<file path="src/rtl/svpwm_capture_module.sv">
// svpwm_capture_module
//
// Inverter-side monitor for the six SVPWM gate commands. For each PWM period it counts the
// cycles in which each phase's low-side switch is on ({hi,lo} == 01) and the total period length,
// which recovers the applied Tcma/Tcmb/Tcmc duty. It also flags shoot-through (both switches of a
// leg on) and a missing period sync. Results feed diagnostics and the protection path.
//
// Configuration macro: SVPWM_CAP_INPUT_SYNC_EN
//   defined   - the six gate inputs and period_start_in pass through a 2-flop synchroniser, so
//               every response is delayed by 2 cycles (relative alignment unchanged).
//   undefined - inputs are used directly and must be sys_clk-synchronous.
//
// Ports
//   sys_clk, reset_n                clock, asynchronous active-low reset
//   capture_enable_in               arm capture; low forces idle and aborts a running period
//   period_start_in                 1-cycle pulse at carrier counter == 0
//   fault_clear_in                  clears the sticky fault flags (a simultaneous set wins)
//   phase_{a,b,c}_{high,low}_in     gate commands per phase
//   phase_{a,b,c}_low_time_out      low-side-on cycles of the last full period
//   period_cycles_out               length of the last full period
//   capture_valid_out               1-cycle pulse when a new capture is published
//   overflow_out                    a counter saturated during the last published period
//   shoot_through_fault_out         sticky shoot-through flag
//   phase_fault_id_out              sticky per-phase shoot-through mask {c,b,a}
//   period_timeout_out              sticky: period_start missing for TIMEOUT_CYCLES

module svpwm_capture_module #(
  parameter int unsigned CNT_WIDTH      = 16,
  parameter int unsigned TIMEOUT_CYCLES = 65535
) (
  input  logic                 sys_clk,
  input  logic                 reset_n,
  input  logic                 capture_enable_in,
  input  logic                 period_start_in,
  input  logic                 fault_clear_in,
  input  logic                 phase_a_high_in,
  input  logic                 phase_a_low_in,
  input  logic                 phase_b_high_in,
  input  logic                 phase_b_low_in,
  input  logic                 phase_c_high_in,
  input  logic                 phase_c_low_in,
  output logic [CNT_WIDTH-1:0] phase_a_low_time_out,
  output logic [CNT_WIDTH-1:0] phase_b_low_time_out,
  output logic [CNT_WIDTH-1:0] phase_c_low_time_out,
  output logic [CNT_WIDTH-1:0] period_cycles_out,
  output logic                 capture_valid_out,
  output logic                 overflow_out,
  output logic                 shoot_through_fault_out,
  output logic [2:0]           phase_fault_id_out,
  output logic                 period_timeout_out
);

  typedef enum logic [0:0] {
    StIdle    = 1'b0,
    StMeasure = 1'b1
  } state_e;

  localparam logic [CNT_WIDTH-1:0] CntMax     = '1;
  localparam logic [CNT_WIDTH-1:0] CntOne     = CNT_WIDTH'(1);
  localparam logic [CNT_WIDTH-1:0] TimeoutVal = CNT_WIDTH'(TIMEOUT_CYCLES);
  // A timeout beyond the counter range can never be reached by the saturating counter.
  localparam bit TimeoutFits = (64'(TIMEOUT_CYCLES) <= ((64'd1 << CNT_WIDTH) - 64'd1));

  // Packed input vector: {start, c_hi, c_lo, b_hi, b_lo, a_hi, a_lo}
  logic [6:0] raw_in;
  logic [6:0] gate_in;

  assign raw_in = {period_start_in, phase_c_high_in, phase_c_low_in, phase_b_high_in,
                   phase_b_low_in, phase_a_high_in, phase_a_low_in};

`ifdef SVPWM_CAP_INPUT_SYNC_EN
  logic [6:0] sync1_q;
  logic [6:0] sync2_q;

  always_ff @(posedge sys_clk or negedge reset_n) begin
    if (!reset_n) begin
      sync1_q <= '0;
      sync2_q <= '0;
    end else begin
      sync1_q <= raw_in;
      sync2_q <= sync1_q;
    end
  end

  assign gate_in = sync2_q;
`else
  assign gate_in = raw_in;
`endif

  logic [2:0] hi;
  logic [2:0] lo;
  logic [2:0] low_on;
  logic [2:0] shoot;
  logic       start;
  logic       timeout_hit;

  assign lo          = {gate_in[4], gate_in[2], gate_in[0]};
  assign hi          = {gate_in[5], gate_in[3], gate_in[1]};
  assign start       = gate_in[6];
  assign low_on      = ~hi & lo;
  assign shoot       = hi & lo;

  state_e                        state_q, state_d;
  logic [CNT_WIDTH-1:0]          period_cnt_q, period_cnt_d;
  logic [2:0][CNT_WIDTH-1:0]     low_cnt_q, low_cnt_d;
  logic                          ovf_q, ovf_d;
  logic [2:0][CNT_WIDTH-1:0]     cap_low_q, cap_low_d;
  logic [CNT_WIDTH-1:0]          cap_period_q, cap_period_d;
  logic                          cap_ovf_q, cap_ovf_d;
  logic                          valid_q, valid_d;
  logic                          fault_q, fault_d;
  logic [2:0]                    fault_id_q, fault_id_d;
  logic                          timeout_q, timeout_d;

  assign timeout_hit = TimeoutFits && (period_cnt_q == TimeoutVal);

  always_comb begin
    state_d      = state_q;
    period_cnt_d = period_cnt_q;
    low_cnt_d    = low_cnt_q;
    ovf_d        = ovf_q;
    cap_low_d    = cap_low_q;
    cap_period_d = cap_period_q;
    cap_ovf_d    = cap_ovf_q;
    valid_d      = 1'b0;
    timeout_d    = timeout_q & ~fault_clear_in;

    unique case (state_q)
      StIdle: begin
        period_cnt_d = '0;
        low_cnt_d    = '0;
        ovf_d        = 1'b0;
        if (capture_enable_in && start) begin
          // The start cycle itself is the first cycle of the new period.
          state_d      = StMeasure;
          period_cnt_d = CntOne;
          for (int i = 0; i < 3; i++) low_cnt_d[i] = CNT_WIDTH'(low_on[i]);
        end
      end

      StMeasure: begin
        if (!capture_enable_in) begin
          state_d      = StIdle;
          period_cnt_d = '0;
          low_cnt_d    = '0;
          ovf_d        = 1'b0;
        end else if (start) begin
          // Publish counts up to the previous cycle, then restart on this cycle.
          cap_low_d    = low_cnt_q;
          cap_period_d = period_cnt_q;
          cap_ovf_d    = ovf_q;
          valid_d      = 1'b1;
          period_cnt_d = CntOne;
          for (int i = 0; i < 3; i++) low_cnt_d[i] = CNT_WIDTH'(low_on[i]);
          ovf_d        = 1'b0;
        end else if (timeout_hit) begin
          timeout_d    = 1'b1;
          state_d      = StIdle;
          period_cnt_d = '0;
          low_cnt_d    = '0;
          ovf_d        = 1'b0;
        end else begin
          if (period_cnt_q == CntMax) begin
            ovf_d = 1'b1;
          end else begin
            period_cnt_d = period_cnt_q + CntOne;
          end
          for (int i = 0; i < 3; i++) begin
            if (low_on[i]) begin
              if (low_cnt_q[i] == CntMax) begin
                ovf_d = 1'b1;
              end else begin
                low_cnt_d[i] = low_cnt_q[i] + CntOne;
              end
            end
          end
        end
      end

      default: state_d = StIdle;
    endcase
  end

  // Shoot-through is monitored in every state; a set in the same cycle as a clear wins.
  always_comb begin
    fault_d    = (|shoot) | (fault_q & ~fault_clear_in);
    fault_id_d = shoot | (fault_id_q & ~{3{fault_clear_in}});
  end

  always_ff @(posedge sys_clk or negedge reset_n) begin
    if (!reset_n) begin
      state_q      <= StIdle;
      period_cnt_q <= '0;
      low_cnt_q    <= '0;
      ovf_q        <= 1'b0;
      cap_low_q    <= '0;
      cap_period_q <= '0;
      cap_ovf_q    <= 1'b0;
      valid_q      <= 1'b0;
      fault_q      <= 1'b0;
      fault_id_q   <= '0;
      timeout_q    <= 1'b0;
    end else begin
      state_q      <= state_d;
      period_cnt_q <= period_cnt_d;
      low_cnt_q    <= low_cnt_d;
      ovf_q        <= ovf_d;
      cap_low_q    <= cap_low_d;
      cap_period_q <= cap_period_d;
      cap_ovf_q    <= cap_ovf_d;
      valid_q      <= valid_d;
      fault_q      <= fault_d;
      fault_id_q   <= fault_id_d;
      timeout_q    <= timeout_d;
    end
  end

  assign phase_a_low_time_out    = cap_low_q[0];
  assign phase_b_low_time_out    = cap_low_q[1];
  assign phase_c_low_time_out    = cap_low_q[2];
  assign period_cycles_out       = cap_period_q;
  assign capture_valid_out       = valid_q;
  assign overflow_out            = cap_ovf_q;
  assign shoot_through_fault_out = fault_q;
  assign phase_fault_id_out      = fault_id_q;
  assign period_timeout_out      = timeout_q;

endmodule
</file>
<file path="config.mk">
export PLATFORM = sky130hd
export DESIGN_NAME = svpwm_capture_module
export DESIGN_NICKNAME = d
export VERILOG_FILES = /design/src/rtl/svpwm_capture_module.sv
export SDC_FILE = /design/constraint.sdc
export NUM_CORES = 1
export LEC_CHECK = 0
export ABC_AREA = 0
export CORE_UTILIZATION = 30
export CTS_BUF_LIST = sky130_fd_sc_hd__clkbuf_4
export CTS_CLUSTER_SIZE = 24
export DETAILED_ROUTE_END_ITERATION = 16
export PLACE_DENSITY = 0.5
export SLEW_MARGIN = 40
export SYNTH_ARGS = -nofsm -noshare
export SYNTH_HDL_FRONTEND = slang
export SYNTH_SLANG_ARGS = --single-unit
</file>
<file path="constraint.sdc">
create_clock -name sys_clk -period 1.95 [get_ports sys_clk]
set_input_delay 0.39 -clock sys_clk [delete_from_list [all_inputs] [get_ports sys_clk]]
set_output_delay 0.39 -clock sys_clk [all_outputs]
set_load 0.02 [all_outputs]
</file>
==> out/summary.log, run 1 <==
qor: clock_network.tritoncts built
qor: placed_design.number_of_buffer_cells_added_on_primary_ports 81
qor: grt.grt_start_max_net_pins 75
qor: power_and_ir_drop.p_sw 1260 uW
qor: power_and_ir_drop.powerDensity 633 nW/um2
qor: logic_synthesis.netlist_instances 558
qor: detailed_routing.drt-pass1-iter-count 5
qor: clock_network.clock-sinks 137
qor: critical_path.critical_path_peak_fanout 7
qor: placed_design.hpwl 11.0 mm
qor: clock_network.clock-root-buffer sky130_fd_sc_hd__clkbuf_4
qor: logic_synthesis.synth-async-reset-ratio 1.00
qor: floorplanning.die-height 146 um
qor: clock_network.cts_made_buffers 17
qor: cells_and_area.final_layout_size_suffix_gt1_frac 0.256
qor: cells_and_area.final_area 8270 um2
qor: detailed_routing.wire_per_inst 15.6 um
qor: logic_synthesis.avgSynthCellArea 11.2 um2
qor: logic_synthesis.synth_sequential_area_ratio 0.550
qor: power_and_ir_drop.power.clock.fraction 0.392
qor: grt.antenna_violations_before_repair 3
qor: critical_path.timing.critical_path.to_type flip-flop
qor: sta.setup_repair_after_global_routing_missed_its_margin true
qor: sta.setup_violations_final 0
qor: critical_path.critical_path_class reg -> reg
qor: sta.finalHoldWorstSlack 0.185 ns
qor: sta.totalNegativeSetupSlack 0 ns
qor: detailed_routing.detailroute.via_count 5106
qor: grt.total_routing_usage_reported_by_global_routing 0.155
qor: sta.period_utilisation_layout 0.960
qor: sta.total_count_of_hold_check_failures_in_the_final_report 0
qor: floorplanning.boundaryPins 82
qor: power_and_ir_drop.power_leakage 0.00394 uW
qor: logic_synthesis.yosys_most_used_dff sky130_fd_sc_hd__dfrtp_1
qor: sta.max-slew-margin-rel 0.668
qor: clock_network.htreeDepth 4
qor: sta.max_freq 534 MHz
qor: cells_and_area.final_net_count 730
qor: flow_run.max_cap_viol_count 0
qor: floorplanning.fp.dieW 146 um
qor: logic_synthesis.synthesis.yosys.warnings 0
qor: grt.global_route.overflow_total 0
qor: critical_path.worstPathArrival 2.35 ns
qor: floorplanning.total_core_area 20300 um2
qor: power_and_ir_drop.cell_internal_pwr 3980 uW
qor: grt.grt_pass1_vias 5088
qor: floorplanning.fp.dieArea 21400 um2
qor: sta.fin_worst_skew 0.0178 ns
qor: critical_path.regToRegSetupSlack 0.08 ns
qor: floorplanning.initial_utilization 0.307
qor: placed_design.place_area 7960 um2
qor: sta.slew_violations 0
qor: power_and_ir_drop.pwr-share-seq 0.550
qor: critical_path.cp_data_required_time 2.42 ns
qor: logic_synthesis.synthesis.nets 573
qor: power_and_ir_drop.power_switching_share 0.240
qor: logic_synthesis.synth_edf_count 0
qor: floorplanning.placement_row_count 52
qor: detailed_routing.drt-vias-per-instance 5.12
qor: sta.finalWorstPathRequiredPeriod 1.87 ns
qor: sta.worst_pin_slew 0.494 ns
qor: logic_synthesis.synth_area 6240 um2
qor: detailed_routing.remaining_drc_errors 0
qor: logic_synthesis.ys_seq_elements 137
qor: placed_design.gp_routability_congestion 0.797
qor: clock_network.clk_pin_slew_worst_paths 0.12 ns
qor: clock_network.post_cts_setup_buffer_count 0
qor: power_and_ir_drop.comb_power_share 0.058
qor: status.outcome completed
qor: clock_network.cts-root-to-sink-buffers 2
qor: critical_path.timing.critical_path.from_type flip-flop
qor: power_and_ir_drop.ir_worst_vdd 0.000276 V
qor: placed_design.dp.cells 965
qor: grt.grt_pass1_wl 26.2 mm
qor: detailed_routing.totalWireLength 15.5 mm
qor: cells_and_area.area_growth_syn_to_layout 32.6%
qor: logic_synthesis.synth.distinct_cells 39
qor: clock_network.clock_latency 0.54 ns
qor: cells_and_area.layout.cells.non_filler 998
qor: detailed_routing.drt_iter0_drc 244
qor: worst_hold_path.hp-class in -> async
qor: cells_and_area.final_util 0.407
qor: detailed_routing.antenna_violating_nets_remaining 0
[Yosys cell counts (3+ instances only)]
cell / count / area share
sky130_fd_sc_hd__and3_1: 6 / 0.0060
sky130_fd_sc_hd__nand3b_1: 5 / 0.0060
sky130_fd_sc_hd__dfrtp_1: 137 / 0.55
sky130_fd_sc_hd__or4_1: 26 / 0.031
sky130_fd_sc_hd__a21oi_1: 43 / 0.035
sky130_fd_sc_hd__nand2_1: 29 / 0.017
sky130_fd_sc_hd__o21ai_0: 22 / 0.018
sky130_fd_sc_hd__nand2b_1: 5 / 0.0050
sky130_fd_sc_hd__mux2i_1: 3 / 0.0048
sky130_fd_sc_hd__nand4_1: 21 / 0.021
sky130_fd_sc_hd__xnor2_1: 7 / 0.0098
sky130_fd_sc_hd__inv_1: 15 / 0.0090
sky130_fd_sc_hd__or2_2: 5 / 0.0050
sky130_fd_sc_hd__buf_4: 5 / 0.0060
sky130_fd_sc_hd__o31ai_1: 27 / 0.032
sky130_fd_sc_hd__nor3_1: 7 / 0.0056
sky130_fd_sc_hd__ha_1: 4 / 0.0080
sky130_fd_sc_hd__nor4_1: 6 / 0.0060
sky130_fd_sc_hd__mux2_2: 58 / 0.10
sky130_fd_sc_hd__clkbuf_1: 15 / 0.0090
sky130_fd_sc_hd__nor2_1: 21 / 0.013
sky130_fd_sc_hd__nand3_1: 35 / 0.028
sky130_fd_sc_hd__o2111ai_1: 6 / 0.0084
sky130_fd_sc_hd__and4_1: 8 / 0.011
sky130_fd_sc_hd__or3_1: 16 / 0.016
sky130_fd_sc_hd__nor2b_1: 4 / 0.0040
sky130_fd_sc_hd__xor2_1: 7 / 0.0098
[power groups by stage]
stage	clock network (uW)	registers (uW)	logic, uW
after floorplan	0	2960	90.2
after global placement	0	2940	315
after detailed placement	0	2940	322
after CTS	2150	2880	313
after global routing	2250	2890	338
final	2050	2880	305
[routing by layer]
metal	wire [um]	share of wire	up-vias	track usage
met1	7420	0.48	2553	0.205
met5	13	0.00084	-	0
met2	7290	0.47	112	0.248
li1	-	-	2423	-
met4	188	0.012	2	0.0547
met3	616	0.040	16	0.0359
[per-stage QoR]
stage	setup slack (ns)	total power [uW]
4_1_cts	0.000773	5350
2_1_floorplan	0.0411	3050
3_3_place_gp	-0.273	3250
6_report	0.0783	5240
3_5_place_dp	-0.286	3260
5_1_grt	-0.0189	5480
[kinds of logic (layout without fill, tap and decap cells)]
family          count (synthesis)  count (layout)  share of synthesized area
fa+ha+maj                       4               4                    0.00802
compound gates                106             106                      0.104
mux                            61              61                      0.110
flops                         137             137                      0.550
simple gates                  199             199                      0.183
other cells                     0               1                          0
buf+inv                        37             206                     0.0257
xor+xnor                       14              14                     0.0197
[flip-flops by register name, summed over array words and instances, names as in the netlist]
| name | count |
|---|---|
| capture_valid_out | 1 |
| low_cnt_q | 48 |
| overflow_out | 1 |
| ovf_q | 1 |
| period_cnt_q | 16 |
| period_cycles_out | 16 |
| period_timeout_out | 1 |
| phase_a_low_time_out | 16 |
| phase_b_low_time_out | 16 |
| phase_c_low_time_out | 16 |
| phase_fault_id_out | 3 |
| shoot_through_fault_out | 1 |
| state_q | 1 |
[cells in the final DEF (no fill, tap or decap), types with 4 or more instances in the layout]
cell and n:
sky130_fd_sc_hd__a21oi_1 41, sky130_fd_sc_hd__and3_1 4, sky130_fd_sc_hd__and4_1 7, sky130_fd_sc_hd__buf_12 6, sky130_fd_sc_hd__buf_4 72, sky130_fd_sc_hd__bufinv_16 4, sky130_fd_sc_hd__clkbuf_4 17, sky130_fd_sc_hd__clkdlybuf4s50_1 9
sky130_fd_sc_hd__dfrtp_1 136, sky130_fd_sc_hd__dlygate4sd2_1 61, sky130_fd_sc_hd__dlymetal6s2s_1 10, sky130_fd_sc_hd__ha_1 4, sky130_fd_sc_hd__inv_1 15, sky130_fd_sc_hd__mux2_2 58, sky130_fd_sc_hd__nand2_1 29, sky130_fd_sc_hd__nand2b_1 5
sky130_fd_sc_hd__nand3_1 33, sky130_fd_sc_hd__nand3b_1 5, sky130_fd_sc_hd__nand4_1 21, sky130_fd_sc_hd__nor2_1 21, sky130_fd_sc_hd__nor2b_1 4, sky130_fd_sc_hd__nor3_1 7, sky130_fd_sc_hd__nor4_1 5, sky130_fd_sc_hd__o2111ai_1 6
sky130_fd_sc_hd__o21ai_0 22, sky130_fd_sc_hd__o31ai_1 27, sky130_fd_sc_hd__or2_2 5, sky130_fd_sc_hd__or3_1 16, sky130_fd_sc_hd__or4_1 24, sky130_fd_sc_hd__xnor2_1 7, sky130_fd_sc_hd__xor2_1 7
[final timing paths]
| check | end | cells after the start | start |
|---|---|---|---|
| min in group sys_clk | phase_b_low_time_out[11]$_DFFE_PN0P_ | 2 | phase_b_low_time_out[11]$_DFFE_PN0P_ |
| max in group asynchronous | period_cnt_q[10]$_DFF_PN0_ | 3 | reset_n |
| max reg2reg | low_cnt_q[13]$_DFFE_PN0P_ | 5 | low_cnt_q[0]$_DFFE_PN0P_ |
| max | low_cnt_q[13]$_DFFE_PN0P_ | 5 | low_cnt_q[0]$_DFFE_PN0P_ |
| min | capture_valid_out$_DFF_PN0_ | 2 | reset_n |
| min reg2reg | phase_b_low_time_out[11]$_DFFE_PN0P_ | 2 | phase_b_low_time_out[11]$_DFFE_PN0P_ |
[cell type report]
type,instances,area (um2)
Multi-Input combinational cell,384,2700
Sequential cell,137,3430
Inverter,15,56.3
Tap cell,270,338
Antenna cell,1,2.50
Timing Repair Buffer,160,1430
Clock buffer,17,128
Clock inverter,14,181
Fill cell,2033,12000
[critical path, cell delays in order (launching register included)]
cell,delay [ns]
sky130_fd_sc_hd__dfrtp_1,0.41
sky130_fd_sc_hd__ha_1,0.21
sky130_fd_sc_hd__and3_2,0.23
sky130_fd_sc_hd__and3_2,0.27
sky130_fd_sc_hd__or4_4,0.53
sky130_fd_sc_hd__a21oi_2,0.16
[what timing repair did]
item                                    in CTS  in global routing
endpoints found under the setup margin      61                 25
hold buffers                                 1                  0
gates resized for setup                     61                 22
endpoints found under the hold margin      137                  0
(Power assumes the default switching activity.)
==> run 2, diff against run 1 <==
--- a/config.mk
+++ b/config.mk
@@ -6,6 +6,7 @@
 export NUM_CORES = 1
 export LEC_CHECK = 0
 export ABC_AREA = 0
+export CORE_MARGIN = 3
 export CORE_UTILIZATION = 30
 export CTS_BUF_LIST = sky130_fd_sc_hd__clkbuf_4
 export CTS_CLUSTER_SIZE = 24
==> out/summary.log, run 2 (same netlist as run 1, synthesis figures left out) <==
qor: detailed_routing.wire_per_inst 15.9 um [+2.2%]
qor: grt.grt_pass1_wl 26.6 mm [+1.3%]
qor: floorplanning.fp.dieW 150 um [+2.7%]
qor: placed_design.dp.cells 966 [+0.10%]
qor: critical_path.cell_chain_of_the_critical_path ha_1, nand3_1, or4_1, a31o_2, a21oi_1
qor: grt.grt_pass1_vias 5235 [+2.9%]
qor: sta.total_count_of_hold_check_failures_in_the_final_report 0 [unchanged]
qor: critical_path.delay_of_the_slowest_cell_on_the_worst_path 0.63 ns [+0.10 ns]
qor: critical_path.cp_data_required_time 2.42 ns [about the same]
qor: clock_network.cts-root-to-sink-buffers 2 [unchanged]
qor: clock_network.cts_made_buffers 17 [unchanged]
qor: critical_path.timing.critical_path.from_type flip-flop
qor: detailed_routing.drt-pass1-iter-count 4 [-1]
qor: critical_path.critical_path_class reg -> reg
qor: cells_and_area.area_growth_syn_to_layout 32.4%
qor: grt.global_route.overflow_total 0 [unchanged]
qor: critical_path.critical_path_peak_fanout 4 [-3]
qor: critical_path.regToRegSetupSlack 0.07 ns [about the same]
qor: sta.totalNegativeSetupSlack 0 ns [unchanged]
qor: floorplanning.fp.dieArea 22600 um2 [+5.5%]
qor: clock_network.clock-root-buffer sky130_fd_sc_hd__clkbuf_4
qor: critical_path.crit_start low_cnt_q[16]$_DFFE_PN0P_
qor: detailed_routing.drt_iter0_drc 294 [+20%]
qor: cells_and_area.top_register low_cnt_q
qor: power_and_ir_drop.powerDensity 627 nW/um2 [-1.0%]
qor: detailed_routing.drt-vias-per-instance 5.08 [-0.65%]
qor: critical_path.worstPathArrival 2.36 ns [about the same]
qor: critical_path.worst_path_max_delay_cell sky130_fd_sc_hd__or4_1
qor: grt.total_routing_usage_reported_by_global_routing 0.147 [-0.00745]
qor: cells_and_area.layout.cells.most_common_list sky130_fd_sc_hd__dfrtp_1 (137), sky130_fd_sc_hd__buf_4 (72), sky130_fd_sc_hd__dlygate4sd2_1 (65)
qor: detailed_routing.detailroute.via_count 5083 [-0.45%]
qor: clock_network.htreeDepth 4 [unchanged]
qor: floorplanning.total_core_area 20300 um2 [unchanged]
qor: floorplanning.boundaryPins 82 [unchanged]
qor: cells_and_area.final_net_count 731 [+0.14%]
qor: floorplanning.placement_row_count 52 [unchanged]
qor: sta.worst_pin_slew 0.520 ns [+0.0263 ns]
qor: clock_network.clk_pin_slew_worst_paths 0.12 ns [about the same]
qor: critical_path.reg2regPathDepth 5 [unchanged]
qor: detailed_routing.totalWireLength 15.9 mm [+2.4%]
qor: sta.max-slew-margin-rel 0.653 [-0.0149]
qor: clock_network.post_cts_setup_buffer_count 0 [unchanged]
qor: clock_network.clock-sinks 137 [unchanged]
qor: power_and_ir_drop.ir_worst_vdd 0.000278 V [+0.67%]
qor: cells_and_area.mostFrequentLayoutCell sky130_fd_sc_hd__dfrtp_1
qor: sta.finalWorstPathRequiredPeriod 1.88 ns [+0.0127 ns]
qor: clock_network.tritoncts built
qor: grt.grt_start_max_net_pins 49 [-35%]
qor: sta.setup_violations_final 0 [unchanged]
qor: floorplanning.initial_utilization 0.307 [unchanged]
qor: grt.antenna_violations_before_repair 2 [-1]
qor: power_and_ir_drop.power_leakage 0.00391 uW [-0.81%]
qor: placed_design.gp_routability_congestion 0.826 [+3.6%]
qor: cells_and_area.nFillCells 2013 [-0.98%]
qor: flow_run.max_cap_viol_count 0 [unchanged]
qor: sta.max_freq 531 MHz [-0.67%]
qor: status.outcome completed
qor: detailed_routing.antenna_violating_nets_remaining 0 [unchanged]
qor: cells_and_area.layout.cells.non_filler 1000 [+0.20%]
qor: cells_and_area.max_ffs_per_register 48 [unchanged]
qor: sta.fin_worst_skew 0.0203 ns [+0.00244 ns]
qor: critical_path.worstReg2RegStart low_cnt_q[16]$_DFFE_PN0P_
qor: sta.setup_repair_after_global_routing_missed_its_margin true
qor: sta.period_utilisation_layout 0.966 [+0.00652]
qor: floorplanning.die-height 150 um [+2.7%]
qor: worst_hold_path.hp-class in -> async
qor: cells_and_area.final_layout_size_suffix_gt1_frac 0.252 [-0.00345]
qor: sta.slew_violations 0 [unchanged]
qor: placed_design.hpwl 11.6 mm [+5.0%]
qor: clock_network.clock_latency 0.55 ns [about the same]
qor: detailed_routing.remaining_drc_errors 0 [unchanged]
qor: placed_design.number_of_buffer_cells_added_on_primary_ports 81 [unchanged]
qor: critical_path.timing.critical_path.to_type flip-flop
-- run 2: cell type report --
cell class	instances	area, um2	area share
Inverter	15	56.3	0.00682
Clock inverter	13	153	0.0185
Sequential cell	137	3430	0.415
Clock buffer	19	143	0.0173
Tap cell	270	338	0.0409
Timing Repair Buffer	161	1440	0.174
Antenna cell	1	2.50	0.000303
Multi-Input combinational cell	384	2700	0.327
-- run 2: through the flow --
stage / setup WS (ns) / total power (uW) / utilization / hold WS [ns] / cell area, um2
after floorplan: 0.0411 / 3050 / - / 0.0944 / 6240
after global placement: -0.312 / 3260 / 0.393 / 0.284 / 7980
after detailed placement: -0.358 / 3270 / 0.393 / 0.292 / 7980
after CTS: 0.000406 / 5260 / 0.404 / 0.231 / 8200
after global routing: -0.00135 / 5430 / 0.407 / 0.223 / 8260
final: 0.0656 / 5170 / 0.407 / 0.270 / 8260
-- run 2: metal layers --
metal,up-vias,track usage,wire length (um)
met5,-,0,13
met4,2,0.0384,184
met3,18,0.0409,639
met2,94,0.239,7630
met1,2535,0.196,7430
li1,2434,-,-
-- run 2: path summary, 6_finish.rpt --
kind	to
hold / removal	capture_valid_out$_DFF_PN0_
hold reg to reg	phase_b_low_time_out[11]$_DFFE_PN0P_
min in group sys_clk	phase_b_low_time_out[11]$_DFFE_PN0P_
max in group asynchronous	low_cnt_q[42]$_DFFE_PN0P_
setup reg to reg	low_cnt_q[27]$_DFFE_PN0P_
setup / recovery	low_cnt_q[27]$_DFFE_PN0P_
-- run 2: critical path: cells and delay by family, from the launching register on --
family	cells	cell delay (ns)
adders and majority gates	1	0.20
DFF	1	0.42
and+or+nand+nor	2	0.81
AOI/OAI and AO/OA	2	0.38
-- run 2: report_power, final --
group / switching, uW / internal (uW) / total [uW]
clock: 1070 / 909 / 1980
combinational: 186 / 129 / 315
sequential: 14.7 / 2860 / 2880
total: 1270 / 3900 / 5170
-- run 2: what timing repair did --
action	CTS	global route
gates resized for setup	65	12
endpoints found under the setup margin	65	22
hold buffers	1	0
endpoints found under the hold margin	57	0
==> run 3, diff against run 2 <==
--- a/config.mk
+++ b/config.mk
@@ -8,7 +8,6 @@
 export ABC_AREA = 0
 export CORE_MARGIN = 3
 export CORE_UTILIZATION = 30
-export CTS_BUF_LIST = sky130_fd_sc_hd__clkbuf_4
 export CTS_CLUSTER_SIZE = 24
 export DETAILED_ROUTE_END_ITERATION = 16
 export PLACE_DENSITY = 0.5
==> out/summary.log, run 3 (same netlist as run 1, synthesis figures left out) <==
qor: cells_and_area.final_area 8610 um2 [+4.3%]
qor: power_and_ir_drop.report.power.total 6490 uW [+25%]
qor: critical_path.worst_path_dominant_cell_family simple AND/OR/NAND/NOR gates
qor: sta.setup_repair_after_global_routing_missed_its_margin false
qor: detailed_routing.drt-pass1-iter-count 5 [+1]
qor: floorplanning.initial_utilization 0.307 [unchanged]
qor: critical_path.regToRegSetupSlack 0.09 ns [+0.02 ns]
qor: detailed_routing.remaining_drc_errors 0 [unchanged]
qor: clock_network.clk_pin_slew_worst_paths 0.06 ns [-0.06 ns]
qor: clock_network.htreeDepth 4 [unchanged]
qor: sta.total_count_of_hold_check_failures_in_the_final_report 0 [unchanged]
qor: cells_and_area.final_util 0.424 [+0.0176]
qor: sta.fin_worst_skew 0.0108 ns [-0.00953 ns]
qor: sta.worst_pin_slew 0.514 ns [-0.00624 ns]
qor: clock_network.cts_made_buffers 17 [unchanged]
qor: critical_path.cell_chain_of_the_critical_path clkdlybuf4s50_1, nand2b_1, or4_4, or4_1, a21oi_1
qor: grt.antenna_violations_before_repair 1 [-1]
qor: flow_run.max_cap_viol_count 0 [unchanged]
qor: critical_path.buf_inv_stages_crit_path 1 [+1]
qor: cells_and_area.layout.cells.most_common_list sky130_fd_sc_hd__dfrtp_1 (137), sky130_fd_sc_hd__clkdlybuf4s50_1 (80), sky130_fd_sc_hd__buf_4 (72)
qor: status.outcome completed
qor: floorplanning.die-height 150 um [unchanged]
qor: power_and_ir_drop.powerDensity 753 nW/um2 [+20%]
qor: critical_path.worst_setup_path_endpoint low_cnt_q[47]$_DFFE_PN0P_
qor: sta.max-slew-margin-rel 0.657 [+0.00416]
qor: placed_design.place_area 7980 um2 [unchanged]
qor: critical_path.cp_data_required_time 2.29 ns [-0.13 ns]
qor: critical_path.worst_path_max_delay_cell sky130_fd_sc_hd__or4_4
qor: critical_path.reg2regPathDepth 6 [+1]
qor: cells_and_area.max_ffs_per_register 48 [unchanged]
qor: clock_network.clock-root-buffer sky130_fd_sc_hd__clkbuf_16
qor: cells_and_area.top_register low_cnt_q
qor: power_and_ir_drop.power_leakage 0.00363 uW [-7.2%]
qor: detailed_routing.totalWireLength 16.0 mm [+0.40%]
qor: critical_path.critical_path_peak_fanout 5 [+1]
qor: sta.finalWorstPathRequiredPeriod 1.88 ns [-0.00853 ns]
qor: cells_and_area.mostFrequentLayoutCell sky130_fd_sc_hd__dfrtp_1
qor: placed_design.gp_routability_congestion 0.826 [unchanged]
qor: clock_network.clock_latency 0.42 ns [-0.13 ns]
qor: critical_path.crit_start phase_c_low_in
qor: placed_design.hpwl 11.6 mm [unchanged]
qor: cells_and_area.area_growth_syn_to_layout 38.1%
qor: sta.max_freq 533 MHz [+0.45%]
qor: cells_and_area.final_net_count 731 [unchanged]
qor: sta.totalNegativeSetupSlack 0 ns [unchanged]
qor: critical_path.worstPathArrival 2.22 ns [-0.14 ns]
qor: clock_network.cts-root-to-sink-buffers 2 [unchanged]
qor: detailed_routing.wire_per_inst 16.0 um [+0.50%]
qor: detailed_routing.antenna_violating_nets_remaining 0 [unchanged]
qor: grt.global_route.overflow_total 0 [unchanged]
qor: critical_path.delay_of_the_slowest_cell_on_the_worst_path 0.60 ns [-0.03 ns]
qor: detailed_routing.drt_iter0_drc 325 [+11%]
qor: floorplanning.total_core_area 20300 um2 [unchanged]
qor: critical_path.timing.critical_path.from_type input port
qor: floorplanning.placement_row_count 52 [unchanged]
qor: floorplanning.fp.dieArea 22600 um2 [unchanged]
qor: critical_path.crit-reg2reg-capture low_cnt_q[21]$_DFFE_PN0P_
qor: critical_path.critical_path_class in -> reg
qor: floorplanning.fp.dieW 150 um [unchanged]
qor: cells_and_area.antenna_cell_count 0 [-1]
qor: detailed_routing.detailroute.via_count 5052 [-0.61%]
qor: power_and_ir_drop.ir_worst_vdd 0.000606 V [+120%]
qor: clock_network.post_cts_setup_buffer_count 0 [unchanged]
qor: sta.slew_violations 0 [unchanged]
qor: floorplanning.boundaryPins 82 [unchanged]
qor: critical_path.timing.critical_path.to_type flip-flop
qor: grt.total_routing_usage_reported_by_global_routing 0.149 [+0.00172]
qor: sta.period_utilisation_layout 0.962 [-0.00437]
qor: grt.grt_pass1_vias 5286 [+0.97%]
qor: grt.grt_start_max_net_pins 49 [unchanged]
qor: detailed_routing.drt-vias-per-instance 5.06 [-0.51%]
qor: sta.finalHoldWorstSlack 0.410 ns [+0.140 ns]
qor: placed_design.number_of_buffer_cells_added_on_primary_ports 81 [unchanged]
qor: critical_path.critical_path_depth 5 [unchanged]
qor: worst_hold_path.hp-class in -> async
qor: grt.grt_pass1_wl 26.9 mm [+0.98%]
qor: sta.setup_violations_final 0 [unchanged]
qor: clock_network.tritoncts built
qor: clock_network.clock-sinks 137 [unchanged]
qor: cells_and_area.final_layout_size_suffix_gt1_frac 0.250 [-0.00274]
qor: critical_path.worstReg2RegStart low_cnt_q[16]$_DFFE_PN0P_
## run 3: cell count changes in the layout (fill, tap and decap cells not counted), moves of 2 or more
cell,previous run,this run
sky130_fd_sc_hd__clkbuf_1,0,2
sky130_fd_sc_hd__clkbuf_16,0,17
sky130_fd_sc_hd__clkbuf_4,19,0
sky130_fd_sc_hd__clkdlybuf4s50_1,9,80
sky130_fd_sc_hd__dlygate4sd2_1,65,0
sky130_fd_sc_hd__dlymetal6s2s_1,6,0
## run 3: metrics by stage
step                instances  worst slack (ns)
floorplan                 558            0.0411
CTS                       999            0.0811
global route              999           0.00498
global placement          966            -0.312
detailed placement        966            -0.358
finish                    999            0.0742
## run 3: worst min path at each step
stage,startpoint,end,cells past startpoint
floorplan,reset_n,capture_valid_out$_DFF_PN0_,0
global placement,reset_n,capture_valid_out$_DFF_PN0_,1
detailed placement,reset_n,capture_valid_out$_DFF_PN0_,1
CTS,reset_n,capture_valid_out$_DFF_PN0_,2
global route,reset_n,phase_b_low_time_out[7]$_DFFE_PN0P_,2
finish,reset_n,capture_valid_out$_DFF_PN0_,2
## run 3: timing repair
item | 4_1_cts | 5_1_grt
hold endpoints to repair | 24 | 0
gates resized for setup | 0 | 5
endpoints found under the setup margin | 0 | 6
hold buffers | 1 | 0
## run 3: worst register-to-register path, cell delays in order, from the launching register on
cell and delay, ns:
sky130_fd_sc_hd__dfrtp_1 0.40, sky130_fd_sc_hd__ha_1 0.21, sky130_fd_sc_hd__nand3_1 0.17, sky130_fd_sc_hd__nor4_1 0.50
sky130_fd_sc_hd__buf_4 0.26, sky130_fd_sc_hd__nor4b_1 0.08, sky130_fd_sc_hd__mux2i_1 0.12
## run 3: power breakdown
part           switching [uW]  internal, uW
combinational             185           142
sequential               15.3          2870
clock                    1240          2040
## run 3: per-layer routing
metal / up-vias / global-route usage / share of wire
met1: 2495 / 0.197 / 0.46
met5: - / 0 / 0.00081
met3: 18 / 0.0343 / 0.041
li1: 2433 / - / -
met2: 104 / 0.240 / 0.49
met4: 2 / 0.0549 / 0.012
## run 3: cell type report
cell class	instances	area, um2
inverter	15	56.3
timing repair buffer	161	1500
multi-input combinational	384	2690
fill	1938	11700
clock buffer	20	447
clock inverter	12	149
tap	270	338
sequential	137	3430
